<file path="src/rtl/muldiv_seq.sv">
`default_nettype none
// +--------------------------------------------------------------------------+
// | muldiv_seq : iterative shift-add multiply / restoring divide, HI/LO regs  |
// | Optional: `define MULDIV_EARLY_TERM_EN for multiply early termination     |
// | Rev 1.0                                                                   |
// +--------------------------------------------------------------------------+
module muldiv_seq #(
  parameter int WIDTH = 32
) (
  input  logic             clk,
  input  logic             reset,
  input  logic             start_ex,
  input  logic [1:0]       op_ex,
  input  logic [WIDTH-1:0] A,
  input  logic [WIDTH-1:0] B,
  input  logic             mf_ex,
  input  logic             hi_we,
  input  logic             lo_we,
  input  logic [WIDTH-1:0] wdata,
  input  logic             flush,
  output logic             busy,
  output logic             stall_req,
  output logic             done,
  output logic             div_by_zero,
  output logic [WIDTH-1:0] HI,
  output logic [WIDTH-1:0] LO
);

  localparam int CW = (WIDTH > 1) ? $clog2(WIDTH) : 1;
  localparam logic [CW-1:0] CNT_LAST = CW'(WIDTH - 1);
  localparam logic [1:0] S_IDLE = 2'd0;
  localparam logic [1:0] S_CALC = 2'd1;
  localparam logic [1:0] S_FIX  = 2'd2;

  logic [1:0]         state_q, state_d;
  logic [CW-1:0]      cnt_q, cnt_d;
  logic [2*WIDTH-1:0] acc_q, acc_d;
  logic [WIDTH-1:0]   opnd_q, opnd_d;
  logic [WIDTH-1:0]   hi_q, hi_d, lo_q, lo_d;
  logic               is_div_q, is_div_d;
  logic               neg_q_q, neg_q_d;
  logic               neg_r_q, neg_r_d;
  logic               dz_q, dz_d;

  logic               sign_a, sign_b, b_zero;
  logic [WIDTH-1:0]   abs_a, abs_b;
  logic [WIDTH:0]     mul_sum, div_part;
  logic [WIDTH-1:0]   div_diff;
  logic               div_ge;
  logic [2*WIDTH-1:0] mul_next, div_next, calc_next, prod;
  logic [WIDTH-1:0]   res_hi, res_lo;
  logic               early_term;

  always_comb begin
    sign_a = ~op_ex[0] & A[WIDTH-1];
    sign_b = ~op_ex[0] & B[WIDTH-1];
    abs_a  = sign_a ? -A : A;
    abs_b  = sign_b ? -B : B;
    b_zero = (B == '0);
  end

  // Multiply keeps {partial product, unconsumed multiplier}; divide keeps {remainder, dividend/quotient}
  always_comb begin
    mul_sum  = {1'b0, acc_q[2*WIDTH-1:WIDTH]} + (acc_q[0] ? {1'b0, opnd_q} : '0);
    mul_next = {mul_sum, acc_q[WIDTH-1:1]};
    div_part = {acc_q[2*WIDTH-1:WIDTH], acc_q[WIDTH-1]};
    div_ge   = (div_part >= {1'b0, opnd_q});
    div_diff = div_part[WIDTH-1:0] - opnd_q;
    div_next = div_ge ? {div_diff, acc_q[WIDTH-2:0], 1'b1}
                      : {div_part[WIDTH-1:0], acc_q[WIDTH-2:0], 1'b0};
    calc_next = is_div_q ? div_next : mul_next;
`ifdef MULDIV_EARLY_TERM_EN
    early_term = 1'b0;
    begin
      logic [CW-1:0]    rem_cnt;
      logic [WIDTH-1:0] rem_mask;
      rem_cnt  = CNT_LAST - cnt_q;
      rem_mask = ~({WIDTH{1'b1}} << rem_cnt);
      if (!is_div_q && (cnt_q != CNT_LAST) && ((mul_next[WIDTH-1:0] & rem_mask) == '0)) begin
        early_term = 1'b1;
        calc_next  = mul_next >> rem_cnt;
      end
    end
`else
    early_term = 1'b0;
`endif
  end

  always_comb begin
    prod   = neg_q_q ? -acc_q : acc_q;
    res_hi = prod[2*WIDTH-1:WIDTH];
    res_lo = prod[WIDTH-1:0];
    if (dz_q) begin
      res_hi = acc_q[2*WIDTH-1:WIDTH];
      res_lo = acc_q[WIDTH-1:0];
    end else if (is_div_q) begin
      res_hi = neg_r_q ? -acc_q[2*WIDTH-1:WIDTH] : acc_q[2*WIDTH-1:WIDTH];
      res_lo = neg_q_q ? -acc_q[WIDTH-1:0] : acc_q[WIDTH-1:0];
    end
  end

  always_ff @(posedge clk) begin
    if (reset) state_q <= S_IDLE;
    else       state_q <= state_d;
  end

  always_comb begin
    state_d = state_q;
    case (state_q)
      S_IDLE: if (start_ex && !flush) state_d = (op_ex[1] && b_zero) ? S_FIX : S_CALC;
      S_CALC: begin
        if (flush)                                state_d = S_IDLE;
        else if (cnt_q == CNT_LAST || early_term) state_d = S_FIX;
      end
      S_FIX:   state_d = S_IDLE;
      default: state_d = S_IDLE;
    endcase
  end

  always_comb begin
    busy        = (state_q != S_IDLE);
    stall_req   = busy & (start_ex | mf_ex | hi_we | lo_we);
    done        = (state_q == S_FIX) & ~flush;
    div_by_zero = done & dz_q;
  end

  always_comb begin
    acc_d    = acc_q;
    opnd_d   = opnd_q;
    cnt_d    = cnt_q;
    is_div_d = is_div_q;
    neg_q_d  = neg_q_q;
    neg_r_d  = neg_r_q;
    dz_d     = dz_q;
    hi_d     = hi_q;
    lo_d     = lo_q;
    case (state_q)
      S_IDLE: begin
        if (hi_we) hi_d = wdata;
        if (lo_we) lo_d = wdata;
        if (start_ex && !flush) begin
          cnt_d    = '0;
          is_div_d = op_ex[1];
          neg_q_d  = sign_a ^ sign_b;
          neg_r_d  = sign_a;
          dz_d     = op_ex[1] & b_zero;
          if (op_ex[1] && b_zero) begin
            acc_d = {A, {WIDTH{1'b1}}};
          end else if (op_ex[1]) begin
            acc_d  = {{WIDTH{1'b0}}, abs_a};
            opnd_d = abs_b;
          end else begin
            acc_d  = {{WIDTH{1'b0}}, abs_b};
            opnd_d = abs_a;
          end
        end
      end
      S_CALC: begin
        cnt_d = cnt_q + CW'(1);
        acc_d = calc_next;
      end
      S_FIX: begin
        if (!flush) begin
          hi_d = res_hi;
          lo_d = res_lo;
        end
      end
      default: ;
    endcase
  end

  always_ff @(posedge clk) begin
    if (reset) begin
      cnt_q    <= '0;
      acc_q    <= '0;
      opnd_q   <= '0;
      hi_q     <= '0;
      lo_q     <= '0;
      is_div_q <= 1'b0;
      neg_q_q  <= 1'b0;
      neg_r_q  <= 1'b0;
      dz_q     <= 1'b0;
    end else begin
      cnt_q    <= cnt_d;
      acc_q    <= acc_d;
      opnd_q   <= opnd_d;
      hi_q     <= hi_d;
      lo_q     <= lo_d;
      is_div_q <= is_div_d;
      neg_q_q  <= neg_q_d;
      neg_r_q  <= neg_r_d;
      dz_q     <= dz_d;
    end
  end

  assign HI = hi_q;
  assign LO = lo_q;

endmodule
`default_nettype wire

</file>
<file path="config.mk">
export PLATFORM = sky130hd
export DESIGN_NAME = muldiv_seq
export DESIGN_NICKNAME = d
export VERILOG_FILES = /design/src/rtl/muldiv_seq.sv
export SDC_FILE = /design/constraint.sdc
export NUM_CORES = 1
export LEC_CHECK = 0
export CORE_MARGIN = 3
export CORE_UTILIZATION = 25
export CTS_BUF_LIST = sky130_fd_sc_hd__clkbuf_2
export CTS_CLUSTER_DIAMETER = 40
export CTS_CLUSTER_SIZE = 20
export DETAILED_ROUTE_END_ITERATION = 8
export GPL_ROUTABILITY_DRIVEN = 0
export PLACE_DENSITY = 0.53
export REMOVE_ABC_BUFFERS = 1
export SLEW_MARGIN = 20
export SYNTH_ARGS = -nofsm -noshare
export SYNTH_HDL_FRONTEND = slang
export SYNTH_SLANG_ARGS = --single-unit
</file>
<file path="constraint.sdc">
create_clock -name clk -period 8.9 [get_ports clk]
set_input_delay 1.78 -clock clk [delete_from_list [all_inputs] [get_ports clk]]
set_output_delay 1.78 -clock clk [all_outputs]
set_load 0.005 [all_outputs]
</file>
Word-level counts from Yosys, hierarchy flattened

Cells that the tools add are included.

Add/sub/neg operators: 8
Order comparisons: 1
Equality and inequality tests: 8
Muxes and demuxes: 30
Bitwise gates (word level): 13
Reduce and logical (&&, ||, !) cells: 14

Operators with widths:

| operator                                     | number |
|---|---|
| two-way mux 32 bit                           | 15 |
| two-way mux 64 bit                           | 5 |
| negation 32 bit                              | 4 |
| one-hot mux 32 bit (2 select lines)          | 2 |
| one-hot mux 64 bit (2 select lines)          | 1 |
| negation 64 bit                              | 1 |
| adder 32 x 32 -> 33 bit                      | 1 |
| greater-or-equal comparator 33 x 32 -> 1 bit | 1 |
| zero test 32 bit                             | 1 |
| subtractor 32 bit                            | 1 |
| one-hot mux 5 bit (2 select lines)           | 1 |
| AND reduction 3 bit                          | 3 |
| two-way mux 2 bit                            | 4 |
| inequality test 2 bit, second input constant | 4 |
| bitwise AND 1 bit                            | 6 |
| AND reduction 2 bit                          | 3 |
| nonzero test 2 bit                           | 3 |
| adder 5 x 1 -> 5 bit, second input constant  | 1 |
| equality test 5 bit, second input constant   | 1 |
| two-way mux 5 bit                            | 1 |
| one-hot mux 2 bit (2 select lines)           | 1 |
| inequality test 3 bit, second input constant | 1 |
| NOT 1 bit                                    | 3 |
| OR 1 bit                                     | 3 |
| other kinds (6)                              | 7 |

Bits in registers: 171
Output and inout port bits: 68
Word-level logic and storage cells: 84

Longest topological paths before layout

Depth in word-level cells: 7
Mapped depth: 14

Worst setup path before layout

Ideal clock, no wire load.

Path kind: in2reg
Start point: in B[10]
End point: reg acc_q[30]
Setup time: 71 ps
Arrival: 4191 ps
Data required time: 8829 ps
Slack: 4639 ps
Stages on the path: 10
Buffers on the path: 1
Path through: or4_4 -> or4_1 -> buf_2 -> or4_4 -> o21a_1 -> xor2_1 -> nor2_1 -> a311oi_1 -> o21ai_0 -> a21oi_1

Cells in the longest elaborated chain, start to end: 6

RTL lines:

| element                               | RTL line | source |
|---|---|---|
| from (decl)                           | 15       | `input logic [WIDTH-1:0] B,` |
| negation 32 bit                       | 58       | `abs_b = sign_b ? -B : B;` |
| two-way mux 32 bit                    | 58       |  |
| two-way mux 32 bit                    | 149      | `end else if (op_ex[1]) begin` |
| two-way mux 64 bit *                  | 147      | `if (op_ex[1] && b_zero) begin` |
| two-way mux 64 bit *                  | 141      | `if (start_ex && !flush) begin` |
| one-hot mux 64 bit (2 select lines) * | 137      | `case (state_q)` |
| to (signal assigned)                  | 175      | `acc_q <= '0;` |
| to (signal assigned)                  | 185      | `acc_q <= acc_d;` |
| to (decl)                             | 37       | `logic [2*WIDTH-1:0] acc_q, acc_d;` |

Every way passes the cells marked *; elsewhere a longest branch is shown, timed or not. The select of a mux whose other input is x is not followed.
A chain may end at the register's enable or synchronous reset.

Final worst setup path

Start point: in B[0]
End point: reg acc_q[37]

Cells in the longest elaborated chain, start to end: 5

RTL lines:

| element                             | RTL line | source |
|---|---|---|
| zero test 32 bit                    | 59       | `b_zero = (B == '0);` |
| logical AND 1 bit                   | 147      |  |
| two-way mux 64 bit                  | 147      |  |
| two-way mux 64 bit                  | 141      |  |
| one-hot mux 64 bit (2 select lines) | 137      |  |

No other way between the ends. The select of a mux whose other input is x is not followed.

==> results list <==
- Combinational logic is responsible for 47.9% of the overall power.
- The initial antenna violation count came to 2.
* Chip height: 254 µm
- TritonCTS built the clock tree.
- During placement, the flow inserted port buffers numbering 172.
- In this run, the number of DRC markers left after iteration 0 of detailed routing was 1966.
- Per report_power, the clock group accounts for 18.2% of the total.
- Max Fanout on Critical Path: 16
- Largest voltage drop on the vdd net: 0.0793 mV
* Yosys warns: 0
- Series of cell instances along the critical path: clkdlybuf4s50_1 -> inv_1 -> ha_1 -> nor4b_1 -> nand2_1 -> or4_4 -> nor3_4 -> a221oi_1 -> a211o_1 -> a21oi_1
* Endpoint of the worst hold path: opnd_q[15]
- Fin Clk Skew: 0.0440 ns
- The via count of the first global-routing pass came to 15.9k.
- Pin count of the biggest net entering global routing: 82
* Part of the power in registers: 33.9%
* Setup slack of the critical path after layout: 3.92 ns
- Count of instances resized after the clock tree is built: 0
- Hold Violations, Final: 0
* Clock latency of the later-clocked register in the worst-skew pair: 0.88 ns
- The first detailed-routing pass ran for 5 iterations.
* DRC violations left: 0
* Commonest non-fill, non-tap cell in the layout: nor2_1
* Synth unique cells: 78
- Static power due to leakage: 6.86 nW
- Congestion Overflow GR: 0
- GR Util All Layers: 19.9%
- Starting Density: 25.3%
- Total net switching power: 1.27 mW
- In the final layout, the share of cells above drive strength 1 is 5.27%.
- Synthesis handed over a netlist of 2159 instances.
- Cell types occupying the most area after synthesis: dfxtp_1 22%, a21oi_1 8.1%, nor2_1 7.0%, ha_1 5.7%, xnor2_1 5.3%
- Async S/R FF share, synth: 0%
* Setup CP Type: in2reg
* Final count of pins violating max slew: 0
* Post-synth EDFFs: 0
- The internal portion of the total power is 1.55 mW.
- Clock-pin slew of the registers on the worst-case setup and hold paths: 0.30 ns
- Required time worst endpoint: 9.75 ns
* CP Data Arrival Time: 5.82 ns
* I/O pin cnt: 173
- In this run the power density over the cells is 157 nW/µm².
* Root cell of the clock tree: clkbuf_2
* Wire length of the first global-routing pass: 97900 µm
- The average instance in the mapped netlist occupies 7.10 µm².
- For this design, the slowest cell found on the critical path is nor3_4.
* Highest-count cells in the layout ignoring fill and taps: 280 x nor2_1, 246 x a21oi_1, 202 x nand2_1
- The largest single stage delay on the critical path is 0.79 ns.
- Once the clock tree was built, the setup fixing pass inserted 0 buffers.
- The HPWL after detailed placement is 50900 µm.
- Cell taking the most area after synthesis: dfxtp_1
- For the pin with the worst max-slew slack, the measured transition is 1.01 ns.
- Die area: 64300 µm²
- H-tree level count: 4
- Place WS: 3.13 ns
- Final core utilization: 29.7%
- STA classifies the critical path startpoint as an input pin.
- Counting instances, the worst hold path has a depth of 2.
- Adding up every negative setup slack in the final design gives 0 ns.
* Final setup violation count: 0
- The run finished with clean final reports.
- Setup repair after global routing left no endpoint under its margin.
* Reg2Reg Launch Point: acc_q[0]
- For this run, the register share of the synthesized area comes to 22.3%.
* Layout overhead on the synthesized area: 17.3%
- Nets: 2405
- Using the TritonRoute via totals, the vias-per-cell ratio works out to 5.69.
* CTS buffer count: 17
* Worst-case register-to-register setup slack: 4.33 ns
* TritonCTS Sinks: 171
- Buffers inserted to repair hold after CTS numbered 0.
- Tightest slew margin relative to the limit: 32.2%
- Path category of the worst min-delay check: reg2reg
- Final cycle utilization of the critical path: 55.9%
- Source of the worst hold timing path: opnd_q[15]
- Cells on worst reg2reg path: 13
* #FFs+latches synth: 171
* Wire length after detailed routing: 66300 µm
* Number of placement rows: 90
- In the synthesized netlist the dominant register cell turns out to be dfxtp_1.
* Post-detailed-route wirelength per cell: 21.9 µm
- Highest Clock Rate: 201 MHz
- Maximum count of clock buffers along a single path: 2
* Cell area after synthesis: 15300 µm²
- RR Endpoint: acc_q[63]
- The total area inside the core boundary comes to 60500 µm².
- Of the total power, the share spent switching nets is 45.0%.
- Final worst path period need: 4.98 ns
* Number of nets with antenna violations after routing: 0
* DR vias: 17.2k
- Post-synth top area share: 22.3%
- STA classifies the critical path endpoint as a flip-flop.
- Die Span X: 254 µm
- Max-cap viol count: 0
[metal layers]
metal,routed length (µm),track usage [%],vias up,part of all wire (%)
met2,28300,30.0,918,43
met5,11,0,-,0.017
li1,-,-,7984,-
met4,2280,6.71,2,3.4
met1,29000,28.5,8177,44
met3,6730,3.59,124,10
[synthesized netlist by cell type (5+ instances only)]
cell / instances
nor2b_1: 17
inv_1: 69
dfxtp_1: 171
or3_1: 25
o31ai_1: 20
o21bai_1: 5
a31oi_1: 28
buf_2: 7
and4_1: 5
nand4_1: 10
o22ai_1: 20
a21o_1: 45
a221oi_1: 13
nor4_1: 17
a21oi_1: 247
and3_1: 19
a22oi_1: 6
nand3_1: 39
xor2_1: 65
or2_2: 8
xnor2_1: 93
nor2_1: 284
a211oi_1: 68
a311oi_1: 13
nand2b_1: 13
mux2i_1: 46
or4_1: 18
o21a_1: 15
a211o_1: 21
o211ai_1: 27
and2_1: 6
nor3_1: 78
mux2_2: 20
ha_1: 70
a2111oi_0: 6
buf_1: 8
nand2_1: 202
a41oi_1: 5
o41ai_1: 16
o21ai_0: 113
clkbuf_1: 132
[kinds of logic after synthesis]
group	count (synthesis)	synth area share (%)
compound gates	707	29.4
xor+xnor	158	9.03
fa+ha+maj	72	5.98
buf+inv	220	5.57
flops	171	22.3
mux	66	4.48
simple gates	765	23.2
[through the flow]
step | instance area [µm²] | hold slack (ns) | total power, mW | instances
CTS | 18000 | 0.471 | 2.81 | 3023
global placement | 17700 | 0.435 | 2.28 | 2991
global route | 18000 | 0.498 | 2.99 | 3023
detailed placement | 17700 | 0.433 | 2.29 | 2991
floorplan | 14700 | 0.426 | 1.78 | 2008
finish | 18000 | 0.468 | 2.83 | 3025
[final cells by class]
| type | instances | area (µm²) |
|---|---|---|
| repair buffers | 201 | 1940 |
| well taps | 782 | 978 |
| clock inverters | 14 | 193 |
| inverters | 69 | 259 |
| flip-flops and latches | 171 | 3420 |
| multi-input cells | 1768 | 11100 |
| diodes | 2 | 5.00 |
| clock buffers | 18 | 90.1 |
| fillers | 6509 | 42500 |
[state kept, by name (all words and copies together) (netlist names)]
| register | flops |
|---|---|
| HI | 32 |
| LO | 32 |
| acc_q | 64 |
| cnt_q | 5 |
| dz_q | 1 |
| is_div_q | 1 |
| neg_q_q | 1 |
| neg_r_q | 1 |
| opnd_q | 32 |
| state_q | 2 |
[worst max-delay path by stage]
stage / slack (ns) / from / cells past startpoint / to
floorplan: 2.16 / flush / 7 / opnd_q[16]
global placement: 3.13 / B[0] / 10 / acc_q[37]
detailed placement: 3.13 / B[0] / 10 / acc_q[37]
CTS: 3.99 / flush / 3 / done
global route: 3.73 / B[0] / 10 / acc_q[37]
finish: 3.92 / B[0] / 10 / acc_q[37]
[worst max-delay path: cells and delay by family]
kind                       cells  cell delay, ns
AOI/OAI and AO/OA              3            0.70
adders and majority gates      1            0.20
buffers and inverters          2            0.68
and+or+nand+nor                4            2.43
[power by group through the flow]
stage / registers [mW] / logic, mW / clock network, mW
after CTS: 0.952 / 1.33 / 0.523
final: 0.959 / 1.35 / 0.515
after floorplan: 0.921 / 0.858 / 0
after detailed placement: 0.967 / 1.33 / 0
after global placement: 0.966 / 1.31 / 0
after global routing: 0.965 / 1.47 / 0.549
Note: power is estimated with default switching activity, not from simulation.
